<file path="config.mk">
export PLATFORM = sky130hd
export DESIGN_NAME = shift_seq
export DESIGN_NICKNAME = d
export VERILOG_FILES = /design/src/rtl/shift_seq_pkg.sv /design/src/rtl/shift_seq_cnt.sv /design/src/rtl/shift_seq.sv
export SDC_FILE = /design/constraint.sdc
export NUM_CORES = 1
export LEC_CHECK = 0
export BUFFER_PORTS_ARGS = -buffer_cell sky130_fd_sc_hd__buf_2
export CAP_MARGIN = 40
export CORE_ASPECT_RATIO = 0.8
export CORE_UTILIZATION = 35
export DETAILED_ROUTE_END_ITERATION = 7
export GPL_TIMING_DRIVEN = 0
export MAX_ROUTING_LAYER = met4
export SETUP_SLACK_MARGIN = 0.05
export SYNTH_ARGS = -nofsm -noshare
export SYNTH_HDL_FRONTEND = slang
export SYNTH_SLANG_ARGS = --single-unit
</file>
<file path="constraint.sdc">
create_clock -name clk -period 2.4 [get_ports clk]
set_input_delay 0 -clock clk [delete_from_list [all_inputs] [get_ports clk]]
set_output_delay 0 -clock clk [all_outputs]
set_load 0.03 [all_outputs]
</file>
<file path="src/rtl/shift_seq_pkg.sv">
// shift_seq_pkg: shared types and constants for the Am2904 shift sequencer.
//   state_e        - sequencer states (IDLE, SHIFT, DONE)
//   SH_*           - 5-bit {dir, link} shift codes that land on I[10:6]
//   COND_*         - 6-bit condition selects that land on I[5:0]
//   mk_shift_i()   - assembles the 13-bit Am2904 instruction for a shift cycle
package shift_seq_pkg;

  typedef enum logic [1:0] {
    ST_IDLE  = 2'd0,
    ST_SHIFT = 2'd1,
    ST_DONE  = 2'd2
  } state_e;

  // {dir, link} shift codes
  localparam logic [4:0] SH_DN_ZERO   = 5'o06;
  localparam logic [4:0] SH_DN_ROT_RQ = 5'o17;
  localparam logic [4:0] SH_UP_ZERO   = 5'o26;
  localparam logic [4:0] SH_UP_ROT_RQ = 5'o37;

  // condition selects
  localparam logic [5:0] COND_MN  = 6'o56;
  localparam logic [5:0] COND_NMN = 6'o57;

  // I[12:11] = 00 forces the Am2904 carry-out to 0 during shifts
  localparam logic [1:0] I_CARRY_ZERO = 2'b00;

  function automatic logic [12:0] mk_shift_i(input logic [4:0] code,
                                             input logic [5:0] cond);
    return {I_CARRY_ZERO, code, cond};
  endfunction

endpackage

</file>
<file path="src/rtl/shift_seq_cnt.sv">
// shift_seq_cnt: paired step / remaining counter.
//   clk, nreset   - clock, async active-low reset
//   i_load        - clear steps and load remaining with i_load_val
//   i_load_val    - requested shift count
//   i_step        - one shift performed: steps++, remaining--
//   o_steps       - shifts performed since last load
//   o_tc          - terminal count: the current step is the last one
// Neither counter wraps: a step with remaining==0 is ignored.
module shift_seq_cnt
  import shift_seq_pkg::*;
#(
  parameter int CNT_W = 7
) (
  input  logic             clk,
  input  logic             nreset,
  input  logic             i_load,
  input  logic [CNT_W-1:0] i_load_val,
  input  logic             i_step,
  output logic [CNT_W-1:0] o_steps,
  output logic             o_tc
);

  logic [CNT_W-1:0] r_steps;
  logic [CNT_W-1:0] r_rem;

  always_ff @(posedge clk or negedge nreset) begin
    if (!nreset) begin
      r_steps <= '0;
      r_rem   <= '0;
    end else if (i_load) begin
      r_steps <= '0;
      r_rem   <= i_load_val;
    end else if (i_step && (r_rem != '0)) begin
      r_steps <= r_steps + 1'b1;
      r_rem   <= r_rem - 1'b1;
    end
  end

  assign o_steps = r_steps;
  assign o_tc    = (r_rem == {{(CNT_W-1){1'b0}}, 1'b1});

endmodule

</file>
<file path="src/rtl/shift_seq.sv">
// shift_seq: multi-step shift sequencer driving an Am2904 status/shift unit.
// Optional feature macro: SHIFT_NORM_EN (early stop on CT for normalization).
//   clk, nreset     - clock, async active-low reset
//   start           - request strobe, accepted in IDLE only
//   dir, link       - shift direction / linkage -> I[10], I[9:6]
//   count           - number of single-bit shifts
//   stop_on_ct,cond - early stop enable and condition select -> I[5:0]
//   ct              - CT from the Am2904
//   abort           - cancel the running sequence (no done)
//   sh_I, sh_nSE    - Am2904 instruction and active-low shift enable
//   sh_nCEm,sh_nCEu - status register enables, held inactive
//   busy, done      - in SHIFT / one-cycle completion pulse
//   steps           - shifts performed by the last sequence
module shift_seq
  import shift_seq_pkg::*;
#(
  parameter int CNT_W = 7
) (
  input  logic             clk,
  input  logic             nreset,
  input  logic             start,
  input  logic             dir,
  input  logic [3:0]       link,
  input  logic [CNT_W-1:0] count,
  input  logic             stop_on_ct,
  input  logic [5:0]       cond,
  input  logic             ct,
  input  logic             abort,
  output logic [12:0]      sh_I,
  output logic             sh_nSE,
  output logic             sh_nCEm,
  output logic             sh_nCEu,
  output logic             busy,
  output logic             done,
  output logic [CNT_W-1:0] steps
);

  state_e     r_state, w_next;
  logic       r_dir;
  logic [3:0] r_link;
  logic       w_load, w_step, w_tc, w_stop;
  logic [5:0] w_cond;

`ifdef SHIFT_NORM_EN
  logic       r_stop_on_ct;
  logic [5:0] r_cond;

  always_ff @(posedge clk or negedge nreset) begin
    if (!nreset) begin
      r_stop_on_ct <= 1'b0;
      r_cond       <= '0;
    end else if (w_load) begin
      r_stop_on_ct <= stop_on_ct;
      r_cond       <= cond;
    end
  end

  // ct comes straight from the Am2904 and gates sh_nSE in the same cycle
  assign w_stop = r_stop_on_ct & ct;
  assign w_cond = r_cond;
`else
  logic w_unused_norm;
  assign w_unused_norm = ^{stop_on_ct, cond, ct};
  assign w_stop = 1'b0;
  assign w_cond = '0;
`endif

  always_ff @(posedge clk or negedge nreset) begin
    if (!nreset) begin
      r_state <= ST_IDLE;
      r_dir   <= 1'b0;
      r_link  <= '0;
    end else begin
      r_state <= w_next;
      if (w_load) begin
        r_dir  <= dir;
        r_link <= link;
      end
    end
  end

  always_comb begin
    w_next = r_state;
    w_load = 1'b0;
    w_step = 1'b0;
    sh_nSE = 1'b1;
    sh_I   = '0;
    case (r_state)
      ST_IDLE: begin
        if (start) begin
          w_load = 1'b1;
          w_next = (count == '0) ? ST_DONE : ST_SHIFT;
        end
      end
      ST_SHIFT: begin
        sh_I = mk_shift_i({r_dir, r_link}, w_cond);
        // abort outranks the stop test, which outranks the shift
        if (abort) begin
          w_next = ST_IDLE;
        end else if (w_stop) begin
          w_next = ST_DONE;
        end else begin
          sh_nSE = 1'b0;
          w_step = 1'b1;
          if (w_tc) w_next = ST_DONE;
        end
      end
      ST_DONE: w_next = ST_IDLE;
      default: w_next = ST_IDLE;
    endcase
  end

  shift_seq_cnt #(.CNT_W(CNT_W)) u_cnt (
    .clk        (clk),
    .nreset     (nreset),
    .i_load     (w_load),
    .i_load_val (count),
    .i_step     (w_step),
    .o_steps    (steps),
    .o_tc       (w_tc)
  );

  assign busy    = (r_state == ST_SHIFT);
  assign done    = (r_state == ST_DONE);
  assign sh_nCEm = 1'b1;
  assign sh_nCEu = 1'b1;

endmodule
</file>
==> summary.txt <==
status -> complete, no violations
n_diodes -> 0
Crit Path Max Fanout -> 4
clock skew -> 0.00322 ns
Synth Warn # -> 0
Max-Slew Margin vs Limit -> 0.582
Layout Nets -> 213
pre-CTS setup slack -> 0.511 ns
Worst Setup Start Kind -> flop
Vias -> 1088
Die ar. -> 3690 um2
FF+latch count, synth -> 21
Setup CP Type -> reg2reg
PwrDens -> 760 nW/um2
Syn-to-layout area delta -> 30.4%
placed cell areas -> 1440 um2
CTS tree -> yes
CTS Sinks -> 21
mapped cell area -> 1210 um2
DRC Markers -> 0
largest net degree at the start of global routing -> 22
first-pass GRT wire length -> 4.51 mm
input/output buffers -> 30
Post-Route WL -> 2.72 mm
Die Y-Extent -> 54.5 um
Clk Latency, worst-skew pair -> 0.26 ns
Worst-path clk slew -> 0.08 ns
Avg Vias per Cell -> 4.84
Antenna Violating Nets Remaining -> 0
worst vdd ir -> 0.529 mV
Mapped Cells -> 134
Fin. Hold Viols -> 0
maxcap violations -> 0
initial DRC count -> 24
Worst EP arrival -> 2.03 ns
initial antenna violation count -> 0
max frequency -> 525 MHz
post-synth cell types -> 39
Hold WC Path Type -> in2reg
Finished Layout Cells -> 225
hold_buf cts -> 9
area of the core -> 3180 um2
Setup TNS -> 0 ns
TritonCTS buffer count -> 3
Final GP Congestion -> 0.842
all-layer global routing usage -> 0.176
Min Clock Period, post-route -> 1.90 ns
WP data required -> 2.53 ns
# Post-CTS Setup Buffers -> 0
register area share after synthesis -> 0.436
DR WL/cell -> 12.1 um
Bufs on Longest Clock Path -> 2
1st-pass router iterations -> 4
syn_area_per_cell -> 9.00 um2
gr ovfl total -> 0
Clock H-tree levels -> 1
CP Capture Type -> flop
cts repair resizes -> 0
Slew Limit Fails -> 0
row cnt -> 18
# setup viols final -> 0
RSZ-0062 raised after global routing -> false
Die W -> 67.6 um
post-route worst setup slack -> 0.497 ns
DP Wirelength -> 2.07 mm
share of layout cells above drive strength 1 -> 0.265
Root Buffer -> clkbuf_8
Initial Util -> 0.380
period utilization -> 0.793
Placed Instances -> 212
slew of the pin with the lowest slew margin -> 0.626 ns
num ports -> 49
Finished Cell Area -> 1570 um2
vias in the first global route -> 948
leakage -> 0.776 nW
==> synthesized netlist by cell type <==
cell	instances	share of area
dfrtp_1	21	0.44
nand2_1	21	0.065
buf_4	10	0.062
nor2_1	7	0.022
and2_1	6	0.031
nand3_1	6	0.025
o211ai_1	5	0.031
inv_1	4	0.012
o21ai_0	4	0.017
a21oi_1	3	0.012
clkbuf_1	3	0.0093
ha_1	3	0.031
mux2i_1	3	0.025
nor3_1	3	0.012
a211oi_1	2	0.012
conb_1	2	0.0062
nand3b_1	2	0.012
nand4_1	2	0.010
nor3b_1	2	0.012
nor4_1	2	0.010
o31ai_1	2	0.012
or3_1	2	0.010
or3b_2	2	0.015
xnor2_1	2	0.015
a211o_1	1	0.0073
a21boi_0	1	0.0062
a21o_1	1	0.0062
a31o_2	1	0.0073
a31oi_1	1	0.0052
and2b_1	1	0.0062
and3_1	1	0.0052
buf_2	1	0.0041
clkbuf_2	1	0.0041
nor2b_1	1	0.0052
o22ai_1	1	0.0052
o311ai_0	1	0.0073
or3b_1	1	0.0073
or4_1	1	0.0062
or4bb_1	1	0.0093
==> critical path, cell delays in order (launching register included) <==
cell and delay (ns):
dfrtp_1 0.41, inv_1 0.09, ha_1 0.19, or4bb_1 0.56, nor3_1 0.22, mux2i_1 0.21, a21oi_1 0.09
==> metal layers <==
metal,track usage,routed length [um],part of all wire
met5,-,0,0
met2,0.289,1190,0.44
met4,0.0319,10,0.0037
met1,0.217,1310,0.48
met3,0.0500,206,0.076
==> power by group <==
| group | internal, mW | total [mW] | switching [mW] |
|---|---|---|---|
| clock network | 0.116 | 0.236 | 0.120 |
| registers | 0.435 | 0.532 | 0.0975 |
| logic | 0.167 | 0.428 | 0.261 |
| total | 0.717 | 1.20 | 0.479 |
==> flip-flops by register name, summed over array words and instances (netlist names) <==
signal and cells:
u_cnt.r_rem 7, r_dir 1, r_state 2, u_cnt.o_steps 7, r_link 4
==> metrics by stage <==
| stage | total power [mW] | util | hold slack, ns |
|---|---|---|---|
| 2_1_floorplan | 0.821 | - | -0.296 |
| 3_3_place_gp | 0.936 | 0.452 | -0.0137 |
| 3_5_place_dp | 0.957 | 0.452 | -0.00873 |
| 4_1_cts | 1.20 | 0.495 | 0.00931 |
| 5_1_grt | 1.29 | 0.495 | 0.0167 |
| 6_report | 1.20 | 0.495 | 0.0146 |
==> final timing paths <==
path / from / to / slack, ns / depth (start not counted)
worst max register to register: u_cnt.r_rem[1] / u_cnt.r_rem[4] / 0.50 / 6
worst min-delay path: start / r_state[1] / 0.01 / 3
worst min register to register: r_link[3] / r_link[3] / 0.48 / 2
min in group asynchronous: nreset / r_state[1] / 0.23 / 2
worst max-delay path: u_cnt.r_rem[1] / u_cnt.r_rem[4] / 0.50 / 6
max in group asynchronous: nreset / u_cnt.r_rem[3] / 1.84 / 2
==> cell usage in the layout, fill, tap and decap left out, types with 2 or more instances in the layout <==
master / synthesis / final
o21ai_0: 4 / 4
inv_1: 4 / 4
mux2i_1: 3 / 3
nand3b_1: 2 / 2
dfrtp_1: 21 / 21
buf_4: 10 / 10
dlygate4sd3_1: 0 / 9
o211ai_1: 5 / 5
nand4_1: 2 / 2
nand3_1: 6 / 6
nor3b_1: 2 / 2
clkbuf_8: 0 / 3
a211oi_1: 2 / 2
nor4_1: 2 / 2
xnor2_1: 2 / 2
a21oi_1: 3 / 3
and2_1: 6 / 6
buf_2: 1 / 31
nand2_1: 21 / 21
or3_1: 2 / 2
clkbuf_1: 3 / 3
conb_1: 2 / 10
o31ai_1: 2 / 2
nor2_1: 7 / 7
or3b_2: 2 / 2
ha_1: 3 / 3
nor3_1: 3 / 3
==> final cells by class <==
cell class                      instances  area [um2]
Buffer                                 15        96.3
Multi-Input combinational cell        102         599
Inverter                                4        15.0
Clock buffer                            3        41.3
Fill cell                             309        1600
Tap cell                               40        50.0
Sequential cell                        21         526
Clock inverter                          1        5.00
Timing Repair Buffer                   39         240
==> cell families (layout without fill, tap and decap cells) <==
kind of cell,after synthesis,in the layout,synth area share
other cells,2,10,0.00623
xor+xnor,2,2,0.0145
mux,3,3,0.0249
buf+inv,19,62,0.0923
simple gates,61,61,0.266
flops,21,21,0.436
compound gates,23,23,0.130
fa+ha+maj,3,3,0.0311
(Power assumes the default switching activity.)
